[src/rtl/imm_gen_pipe.sv]
// Pipelined RV32I/RV64I immediate generator with a 2-entry skid buffer and saturating illegal-opcode counter.
// Optional build macro IMM_GEN_PIPE_FLUSH_EN adds a flush input that empties the buffer.
module imm_gen_pipe #(
   parameter int XLEN      = 64,
   parameter int TAG_W     = 64,
   parameter int ERR_CNT_W = 16
) (
   input  logic                 clk,
   input  logic                 reset,
`ifdef IMM_GEN_PIPE_FLUSH_EN
   input  logic                 flush,
`endif
   input  logic                 in_valid,
   output logic                 in_ready,
   input  logic [31:0]          in_instr,
   input  logic [TAG_W-1:0]     in_tag,
   output logic                 out_valid,
   input  logic                 out_ready,
   output logic [XLEN-1:0]      out_imm,
   output logic [2:0]           out_fmt,
   output logic                 out_illegal,
   output logic [TAG_W-1:0]     out_tag,
   output logic [ERR_CNT_W-1:0] err_cnt
);

   typedef enum logic [2:0] {
      FMT_I    = 3'd0,
      FMT_S    = 3'd1,
      FMT_B    = 3'd2,
      FMT_U    = 3'd3,
      FMT_J    = 3'd4,
      FMT_NONE = 3'd7
   } fmt_t;

   localparam logic [6:0] OP_IMM    = 7'b0010011;
   localparam logic [6:0] OP_LOAD   = 7'b0000011;
   localparam logic [6:0] OP_JALR   = 7'b1100111;
   localparam logic [6:0] OP_IMM_32 = 7'b0011011;
   localparam logic [6:0] OP_STORE  = 7'b0100011;
   localparam logic [6:0] OP_BRANCH = 7'b1100011;
   localparam logic [6:0] OP_LUI    = 7'b0110111;
   localparam logic [6:0] OP_AUIPC  = 7'b0010111;
   localparam logic [6:0] OP_JAL    = 7'b1101111;

   logic [31:0]     dec_imm32;
   logic [XLEN-1:0] dec_imm;
   fmt_t            dec_fmt;
   logic            dec_illegal;

   logic [XLEN-1:0]  imm_q     [2];
   fmt_t             fmt_q     [2];
   logic             illegal_q [2];
   logic [TAG_W-1:0] tag_q     [2];
   logic             wr_ptr;
   logic             rd_ptr;
   logic [1:0]       count;

   logic push;
   logic pop;
   logic do_flush;

   // Every immediate is first assembled as a 32-bit signed value, then widened to XLEN.
   always_comb begin
      dec_imm32   = '0;
      dec_fmt     = FMT_NONE;
      dec_illegal = 1'b1;
      unique case (in_instr[6:0])
         OP_IMM, OP_LOAD, OP_JALR: begin
            dec_imm32   = {{20{in_instr[31]}}, in_instr[31:20]};
            dec_fmt     = FMT_I;
            dec_illegal = 1'b0;
         end
         OP_IMM_32: begin
            if (XLEN == 64) begin
               dec_imm32   = {{20{in_instr[31]}}, in_instr[31:20]};
               dec_fmt     = FMT_I;
               dec_illegal = 1'b0;
            end
         end
         OP_STORE: begin
            dec_imm32   = {{20{in_instr[31]}}, in_instr[31:25], in_instr[11:7]};
            dec_fmt     = FMT_S;
            dec_illegal = 1'b0;
         end
         OP_BRANCH: begin
            dec_imm32   = {{19{in_instr[31]}}, in_instr[31], in_instr[7],
                           in_instr[30:25], in_instr[11:8], 1'b0};
            dec_fmt     = FMT_B;
            dec_illegal = 1'b0;
         end
         OP_LUI, OP_AUIPC: begin
            dec_imm32   = {in_instr[31:12], 12'h000};
            dec_fmt     = FMT_U;
            dec_illegal = 1'b0;
         end
         OP_JAL: begin
            dec_imm32   = {{11{in_instr[31]}}, in_instr[31], in_instr[19:12],
                           in_instr[20], in_instr[30:21], 1'b0};
            dec_fmt     = FMT_J;
            dec_illegal = 1'b0;
         end
         default: begin
            dec_imm32   = '0;
            dec_fmt     = FMT_NONE;
            dec_illegal = 1'b1;
         end
      endcase
      dec_imm = XLEN'($signed(dec_imm32));
   end

   // in_ready depends only on the registered count, never on out_ready.
   assign in_ready  = (count < 2'd2);
   assign out_valid = (count != 2'd0);

`ifdef IMM_GEN_PIPE_FLUSH_EN
   assign do_flush = flush;
`else
   assign do_flush = 1'b0;
`endif

   assign push = in_valid && in_ready && !do_flush;
   assign pop  = out_valid && out_ready && !do_flush;

   // Storage is zeroed at reset so the outputs are defined even while empty.
   always_ff @(posedge clk or posedge reset) begin
      if (reset) begin
         for (int i = 0; i < 2; i++) begin
            imm_q[i]     <= '0;
            fmt_q[i]     <= FMT_I;
            illegal_q[i] <= 1'b0;
            tag_q[i]     <= '0;
         end
         wr_ptr <= 1'b0;
         rd_ptr <= 1'b0;
         count  <= 2'd0;
      end else if (do_flush) begin
         wr_ptr <= 1'b0;
         rd_ptr <= 1'b0;
         count  <= 2'd0;
      end else begin
         if (push) begin
            imm_q[wr_ptr]     <= dec_imm;
            fmt_q[wr_ptr]     <= dec_fmt;
            illegal_q[wr_ptr] <= dec_illegal;
            tag_q[wr_ptr]     <= in_tag;
            wr_ptr            <= ~wr_ptr;
         end
         if (pop) begin
            rd_ptr <= ~rd_ptr;
         end
         if (push && !pop) begin
            count <= count + 2'd1;
         end else if (pop && !push) begin
            count <= count - 2'd1;
         end
      end
   end

   // Counts accepted illegal instructions; a flushed push is never accepted.
   always_ff @(posedge clk or posedge reset) begin
      if (reset) begin
         err_cnt <= '0;
      end else if (push && dec_illegal && (err_cnt != {ERR_CNT_W{1'b1}})) begin
         err_cnt <= err_cnt + 1'b1;
      end
   end

   assign out_imm     = imm_q[rd_ptr];
   assign out_fmt     = fmt_q[rd_ptr];
   assign out_illegal = illegal_q[rd_ptr];
   assign out_tag     = tag_q[rd_ptr];

endmodule

[config.mk]
export PLATFORM = sky130hd
export DESIGN_NAME = imm_gen_pipe
export DESIGN_NICKNAME = d
export VERILOG_FILES = /design/src/rtl/imm_gen_pipe.sv
export SDC_FILE = /design/constraint.sdc
export NUM_CORES = 1
export LEC_CHECK = 0
export CELL_PAD_IN_SITES_DETAIL_PLACEMENT = 1
export CELL_PAD_IN_SITES_GLOBAL_PLACEMENT = 1
export CORE_AREA = 2 2 169 171
export DETAILED_ROUTE_END_ITERATION = 10
export DIE_AREA = 0 0 171 173
export PLACE_DENSITY_LB_ADDON = 0.1
export SLEW_MARGIN = 40
export SYNTH_ARGS = -nofsm -noshare
export SYNTH_HDL_FRONTEND = slang
export SYNTH_SLANG_ARGS = --single-unit
[constraint.sdc]
create_clock -name clk -period 11.6 [get_ports clk]
set_input_delay 3.48 -clock clk [delete_from_list [all_inputs] [get_ports clk]]
set_output_delay 3.48 -clock clk [all_outputs]
set_load 0.01 [all_outputs]
==> metrics.md, run 1 <==
| Metric | Value |
|---|---|
| Status | `completed` |
| Yosys cell types | `49` |
| PD cells | `259 nW/um2` |
| Peak Freq | `157 MHz` |
| Post-DP HPWL | `19,800 um` |
| Finished Core Util | `49.2%` |
| Slew headroom | `51.4%` |
| Gr usage total | `roughly 20%` |
| Initial antenna violation count | `2` |
| Combinational share of power | `around 41%` |
| Fin. max-slew vios | `0` |
| Grt total ovfl | `0` |
| Max_cap viols | `0` |
| Startpoint Class | `register` |
| First DRT Iteration DRCs | `about 470` |
| Mux cell area share after synthesis | `11.5%` |
| Largest net degree at the start of global routing | `approximately 100` |
| Worst r2r dst | `tag_q[79]$_DFFE_PP0P_` |
| Area after DPL | `between 10,000 and 15,000 um2` |
| I/O pins | `250` |
| Period utilisation layout | `55.0%` |
| Final GP Congestion | `between 0.7 and 0.8` |
| Setup bufs post-CTS | `0` |
| Setup tns final | `0 ns` |
| Die height | `173 um` |
| Largest family of logic cells by synthesized area | `simple AND/OR/NAND/NOR gates` |
| Final setup skew | `0.0163 ns` |
| Number of flops mapped to enable cells by yosys | `0` |
| H-tree depth | `1` |
| Leakage | `6.27 nW` |
| Core area | `27,600 um2` |
| Clock transition at the registers of the reported paths | `0.05 ns` |
| RSZ-0062 raised after global routing | `false` |
| WS Path Type | `register to output pin` |
| Via count | `8,102` |
| Sequential-to-total area share from yosys stat | `~54%` |
| Crit. End Element | `output pin` |
| Yosys reg bits | `between 200 and 250` |
| CTS Sinks | `220` |
| Routed Antenna Nets | `0` |
| Final Critical Period | `6.38 ns` |
| Synth warn | `0` |
| Clock power share | `22.3%` |
| TritonCTS clock tree | `done` |
| Post-CTS Hold Fix Bufs | `0` |
| Post-cts resize count | `0` |
| CTS buffer count | `26` |
| # rows | `61` |
| Die extent in x | `171 um` |
| P_int | `0.00231 W` |
| Worst R2R Path Depth | `7` |
| Worst Hold Path EP | `tag_q[116]$_DFFE_PP0P_` |
| Switching power | `0.00121 W` |
| Tightest Pin Transition | `0.729 ns` |
| Cells on Worst Hold Path | `2` |
| Syn Inst Count | `between 1,000 and 1,500` |
| Crit path max fanout | `67` |
| Compound-Gate Fraction of Synth Area | `5.43%` |
| WP data arrival | `2.90 ns` |
| FFs w/ async S/R, synth | `100%` |
| Post-Synth XOR/XNOR Area | `1.46%` |
| Net count after synthesis | `1,192` |
| Port bufs | `around 250` |
| Reg2reg start | `count[1]$_DFFE_PP0P_` |
| Worst hold-check path type | `register to register` |
| First-pass GRT wire length | `just under 50,000 um` |
| Syn_area_per_cell | `9.32 um2` |
| DRT Pass-1 Iters | `4` |
| Adder-cell area share of the yosys netlist | `0.246%` |
| Setup-failing EPs final | `0` |
| Vias in the first global route | `8,560` |
| Drt wl/cell | `17.8 um` |
| Drt total wl | `about 30,000 um` |
| Hold_sp | `tag_q[116]$_DFFE_PP0P_` |
| Root Buffer | `clkbuf_16` |
| Final hold violations | `0` |
| Simple-Gate Fraction of Synth Area | `22.3%` |
| DR DRC count | `0` |
| Initial Util | `a little under two fifths` |
| Sw Ratio | `34.3%` |
| Nets | `about 1,400` |
| Worst vdd ir | `0.127 mV` |
| Netlist Area Pre-Place | `around 10,000 um2` |
| Vias/cell | `4.81` |
| Share of cells above drive strength 1 | `13.3%` |
| Worst skew pair latency | `0.53 ns` |
| Reg power frac | `36.3%` |
| CTS max path bufs | `3` |
| Worst R2R Setup Slack | `slightly above 9 ns` |
| Fin area | `13,600 um2` |
| Area grow syn2layout | `33.8%` |
| Critical Path RT | `slightly above 8 ns` |
| Die ar. | `29,600 um2` |
| Ys flop type | `dfrtp_1` |
==> worst max path at each step <==
| stage | start | endpoint | slack [ns] |
|---|---|---|---|
| 2_1_floorplan | reset | count[0]$_DFFE_PP0P_ | 2.10 |
| 3_3_place_gp | rd_ptr$_DFFE_PP0P_ | out_tag[52] | 5.56 |
| 3_5_place_dp | in_valid | imm_q[0]$_DFFE_PP0P_ | 5.57 |
| 4_1_cts | rd_ptr$_DFFE_PP0P_ | out_tag[52] | 5.16 |
| 5_1_grt | rd_ptr$_DFFE_PP0P_ | out_imm[15] | 5.09 |
| 6_report | rd_ptr$_DFFE_PP0P_ | out_imm[15] | 5.22 |
==> cells in the final DEF, fill, tap and decap left out, drive strengths merged, types with 2 or more instances in the layout <==
| cell type | synthesis | routed |
|---|---|---|
| nand4 | 5 | 5 |
| nor2b | 3 | 3 |
| or3 | 2 | 2 |
| diode | 0 | 2 |
| and2 | 5 | 5 |
| clkdlybuf4s50 | 0 | 249 |
| dfrtp | 220 | 220 |
| nor3 | 3 | 3 |
| nor2 | 26 | 26 |
| inv | 5 | 5 |
| xor2 | 4 | 4 |
| nand2 | 472 | 472 |
| o21ai | 58 | 58 |
| nor4 | 5 | 5 |
| ha | 2 | 2 |
| mux2 | 104 | 104 |
| nand4b | 2 | 2 |
| a21oi | 32 | 32 |
| buf | 42 | 8 |
| clkbuf | 48 | 44 |
| xnor2 | 13 | 13 |
| or2 | 3 | 3 |
| clkinv | 0 | 3 |
| and3 | 4 | 4 |
| nand3 | 10 | 10 |
| nand3b | 3 | 3 |
| a22oi | 5 | 5 |
==> cell usage after synthesis (2+ instances only) <==
cell type	instances	area, um2
nand3_1	9	45.0
and3_1	4	25.0
o21ai_0	58	290
nor2_1	24	90.1
nand4b_1	2	17.5
inv_1	5	18.8
nand4_1	5	31.3
clkbuf_1	47	176
nand2_1	471	1770
buf_6	2	22.5
dfrtp_1	220	5510
nor2b_1	3	18.8
a21oi_1	32	160
nor3_1	3	15.0
xnor2_1	13	114
or2_2	3	18.8
nor4_1	3	18.8
mux2_2	104	1170
nand3b_1	3	22.5
a22oi_1	5	37.5
buf_1	5	18.8
ha_1	2	25.0
nor2_4	2	22.5
buf_2	2	10.0
buf_4	33	248
and2_1	4	25.0
xor2_1	4	35.0
==> metrics by stage <==
| step | total power [W] | std cells | hold slack, ns | setup slack (ns) |
|---|---|---|---|---|
| floorplan | 0.00205 | 1090 | 0.440 | 2.10 |
| global placement | 0.00273 | 1635 | 0.452 | 5.56 |
| detailed placement | 0.00277 | 1635 | 0.459 | 5.57 |
| CTS | 0.00358 | 1682 | 0.474 | 5.16 |
| global route | 0.00376 | 1684 | 0.487 | 5.09 |
| finish | 0.00352 | 1684 | 0.468 | 5.22 |
==> per-layer routing <==
metal	GRT usage (%)	part of all wire, %	vias up
met4	5.19	2.3	0
met1	28.5	46	3965
li1	-	-	3903
met2	32.7	47	190
met5	0	0	-
met3	2.93	4.4	44
==> power by group through the flow <==
stage / registers [W] / clock network, W / logic [W]
after floorplan: 0.00119 / 0 / 0.000865
after CTS: 0.00128 / 0.000811 / 0.00149
after global routing: 0.00131 / 0.000841 / 0.00160
after global placement: 0.00129 / 0 / 0.00144
final: 0.00128 / 0.000785 / 0.00146
after detailed placement: 0.00129 / 0 / 0.00148
==> cells by family after synthesis <==
group,count (synthesis)
buffers and inverters,95
multiplexers,104
XOR/XNOR,17
AO/OA/AOI/OAI,101
adder cells (fa/ha/maj),2
flip-flops,220
AND/OR/NAND/NOR,551
==> worst max-delay path, cell delays in order (launching register included) <==
cell	delay, ns
dfrtp_4	0.79
buf_6	0.57
mux2_2	0.43
clkdlybuf4s50_1	0.49
==> state kept, by name (all words and copies together), names as in the netlist <==
name / cells
count: 2
err_cnt: 16
fmt_q: 6
illegal_q: 2
imm_q: 64
rd_ptr: 1
tag_q: 128
wr_ptr: 1
==> layout make-up <==
type,instances,area (um2)
inverters,5,26.3
fillers,3165,14000
diodes,2,5.00
flip-flops and latches,220,5510
multi-input cells,775,4190
clock inverters,3,15.0
well taps,378,473
clock buffers,44,810
repair buffers,257,2560
(Power assumes the default switching activity.)
==> run 2, diff against run 1 <==
- CORE_AREA: 2 2 169 171 -> 2 2 176 178
- DIE_AREA: 0 0 171 173 -> 0 0 178 180
- clock period: 11.6 -> 5.38 ns (I/O delays scaled with it)
==> metrics.md, run 2 (same netlist as run 1, synthesis figures left out) <==
| Metric | Value |
|---|---|
| WS Path Type | `register to output pin` |
| Met1 usage in global routing | `25.7%` |
| Final GP Congestion | `0.751` |
| Via count | `approximately 8,100` |
| Drt wl/cell | `roughly 18 um` |
| H-tree depth | `1` |
| Register area | `~5500 um2` |
| GRT Max-Usage Layer | `met2` |
| Critical Path RT | `3.77 ns` |
| Crit. End Element | `output pin` |
| Root Buffer | `clkbuf_16` |
| Setup crit start | `rd_ptr$_DFFE_PP0P_` |
| CP cell instances | `buf_4 > mux2_2 > clkdlybuf4s50_1` |
| CP endpoint | `out_tag[37]` |
| Reg2reg start | `count[1]$_DFFE_PP0P_` |
| Largest net degree at the start of global routing | `79` |
| Startpoint Class | `register` |
| Post-cts resize count | `0` |
| Setup bufs post-CTS | `0` |
| PD cells | `560 nW/um2` |
| RSZ-0062 raised after global routing | `false` |
| Gr usage total | `18.6%` |
| Fin area | `13,800 um2` |
| Tightest Pin Transition | `around 0.67 ns` |
| Area grow syn2layout | `36.2%` |
| WP data arrival | `2.72 ns` |
| CTS buffer count | `27` |
| Max_cap viols | `0` |
| Fin. max-slew vios | `0` |
| Routed Antenna Nets | `0` |
| CTS Sinks | `220` |
| Clock transition at the registers of the reported paths | `approximately 0.060 ns` |
| I/O pins | `250` |
| Setup-failing EPs final | `0` |
| Leakage | `6.36 nW` |
| Final hold violations | `0` |
| Die height | `180 um` |
| Worst skew pair latency | `0.52 ns` |
| Die ar. | `32,000 um2` |
| Status | `completed` |
| Final setup skew | `approximately 0.023 ns` |
| Peak Freq | `231 MHz` |
| DRT Pass-1 Iters | `4` |
| Post-DP HPWL | `20,000 um` |
| First DRT Iteration DRCs | `between 300 and 400` |
| Vias in the first global route | `8,563` |
| M3 GR Usage | `3.34%` |
| Die extent in x | `178 um` |
| First-pass GRT wire length | `47,900 um` |
| Slew headroom | `~55%` |
| Setup tns final | `0 ns` |
| FILL cells | `3,381` |
| Commonest non-fill, non-tap cells in the layout | `nand2_1 (470), clkdlybuf4s50_1 (249), dfrtp_1 (219)` |
| TritonCTS clock tree | `done` |
| Largest Register | `tag_q` |
| # rows | `64` |
| Grt total ovfl | `0` |
| Multi-input gate area | `4200 um2` |
| Worst vdd ir | `0.280 mV` |
| Final Critical Period | `4.34 ns` |
| Met2 Track Usage GR | `30.7%` |
| CTS max path bufs | `3` |
| Share of cells above drive strength 1 | `~14%` |
| Port bufs | `roughly 250` |
| Core area | `30,200 um2` |
| Worst R2R Path Depth | `7` |
| Worst r2r dst | `imm_q[17]$_DFFE_PP0P_` |
| Initial Util | `33.7%` |
| Slowest CP cell | `dfrtp_4` |
| Initial antenna violation count | `2` |
| Crit path max fanout | `38` |
| Nets | `1,397` |
| Biggest regs | `tag_q (128), imm_q (64), err_cnt (16)` |
| Post-CTS Hold Fix Bufs | `0` |
| Worst hold-check path type | `register to register` |
| Period utilisation layout | `about four fifths` |
| Max reg flops | `128` |
| Worst R2R Setup Slack | `2.98 ns` |
| Most common cell after layout, fill and taps aside | `nand2_1` |
| Vias/cell | `4.73` |
| Drt total wl | `30,000 um` |
| Crit-path max cell delay | `0.84 ns` |
| DR DRC count | `0` |
| Area after DPL | `12,900 um2` |
==> run 2: critical path: cells and delay by family (launching register included) <==
family	cells	cell delay [ns]
DFF	1	0.84
buffers and inverters	2	0.93
muxes	1	0.40
==> run 2: per-stage QoR <==
step                      hold WS [ns]  setup slack (ns)  power (W)  util, %  cells
after detailed placement         0.457              1.39    0.00603     42.9   1661
after global routing             0.492             0.937    0.00829     45.9   1710
after global placement           0.452              1.36    0.00594     42.6   1659
after CTS                        0.472             0.991    0.00788     45.7   1709
after floorplan                  0.440             0.898    0.00442        -   1090
final                            0.467              1.04    0.00775     45.9   1711
==> run 2: cell type report <==
type / instances / share of cell area, %
Tap cell: 396 / 3.58
Clock buffer: 43 / 5.75
Inverter: 5 / 0.163
Sequential cell: 220 / 39.8
Clock inverter: 5 / 0.569
Multi-Input combinational cell: 775 / 30.4
Antenna cell: 1 / 0.0181
Timing Repair Buffer: 266 / 19.8
==> run 2: how the worst min path moves through the flow <==
stage	startpoint	to	slack, ns	depth (start not counted)
6_report	tag_q[109]$_DFFE_PP0P_	tag_q[109]$_DFFE_PP0P_	0.47	2
5_1_grt	tag_q[106]$_DFFE_PP0P_	tag_q[106]$_DFFE_PP0P_	0.49	2
4_1_cts	tag_q[7]$_DFFE_PP0P_	tag_q[7]$_DFFE_PP0P_	0.47	2
3_5_place_dp	tag_q[7]$_DFFE_PP0P_	tag_q[7]$_DFFE_PP0P_	0.46	2
3_3_place_gp	tag_q[14]$_DFFE_PP0P_	tag_q[14]$_DFFE_PP0P_	0.45	2
2_1_floorplan	tag_q[0]$_DFFE_PP0P_	tag_q[0]$_DFFE_PP0P_	0.44	2
==> run 2: report_power, final <==
| group | leakage (nW) | internal, W | switching (W) | total (W) |
|---|---|---|---|---|
| registers | 2.81 | 0.00229 | 0.000402 | 0.00269 |
| clock network | 0.428 | 0.00110 | 0.000698 | 0.00180 |
| logic | 3.12 | 0.00173 | 0.00153 | 0.00326 |
| total | 6.36 | 0.00512 | 0.00263 | 0.00775 |
==> run 2: routing by layer <==
layer	routed length, um	vias to the layer above
met4	514	2
met5	13	-
met1	13800	3967
met3	1510	34
met2	14100	181
li1	-	3908
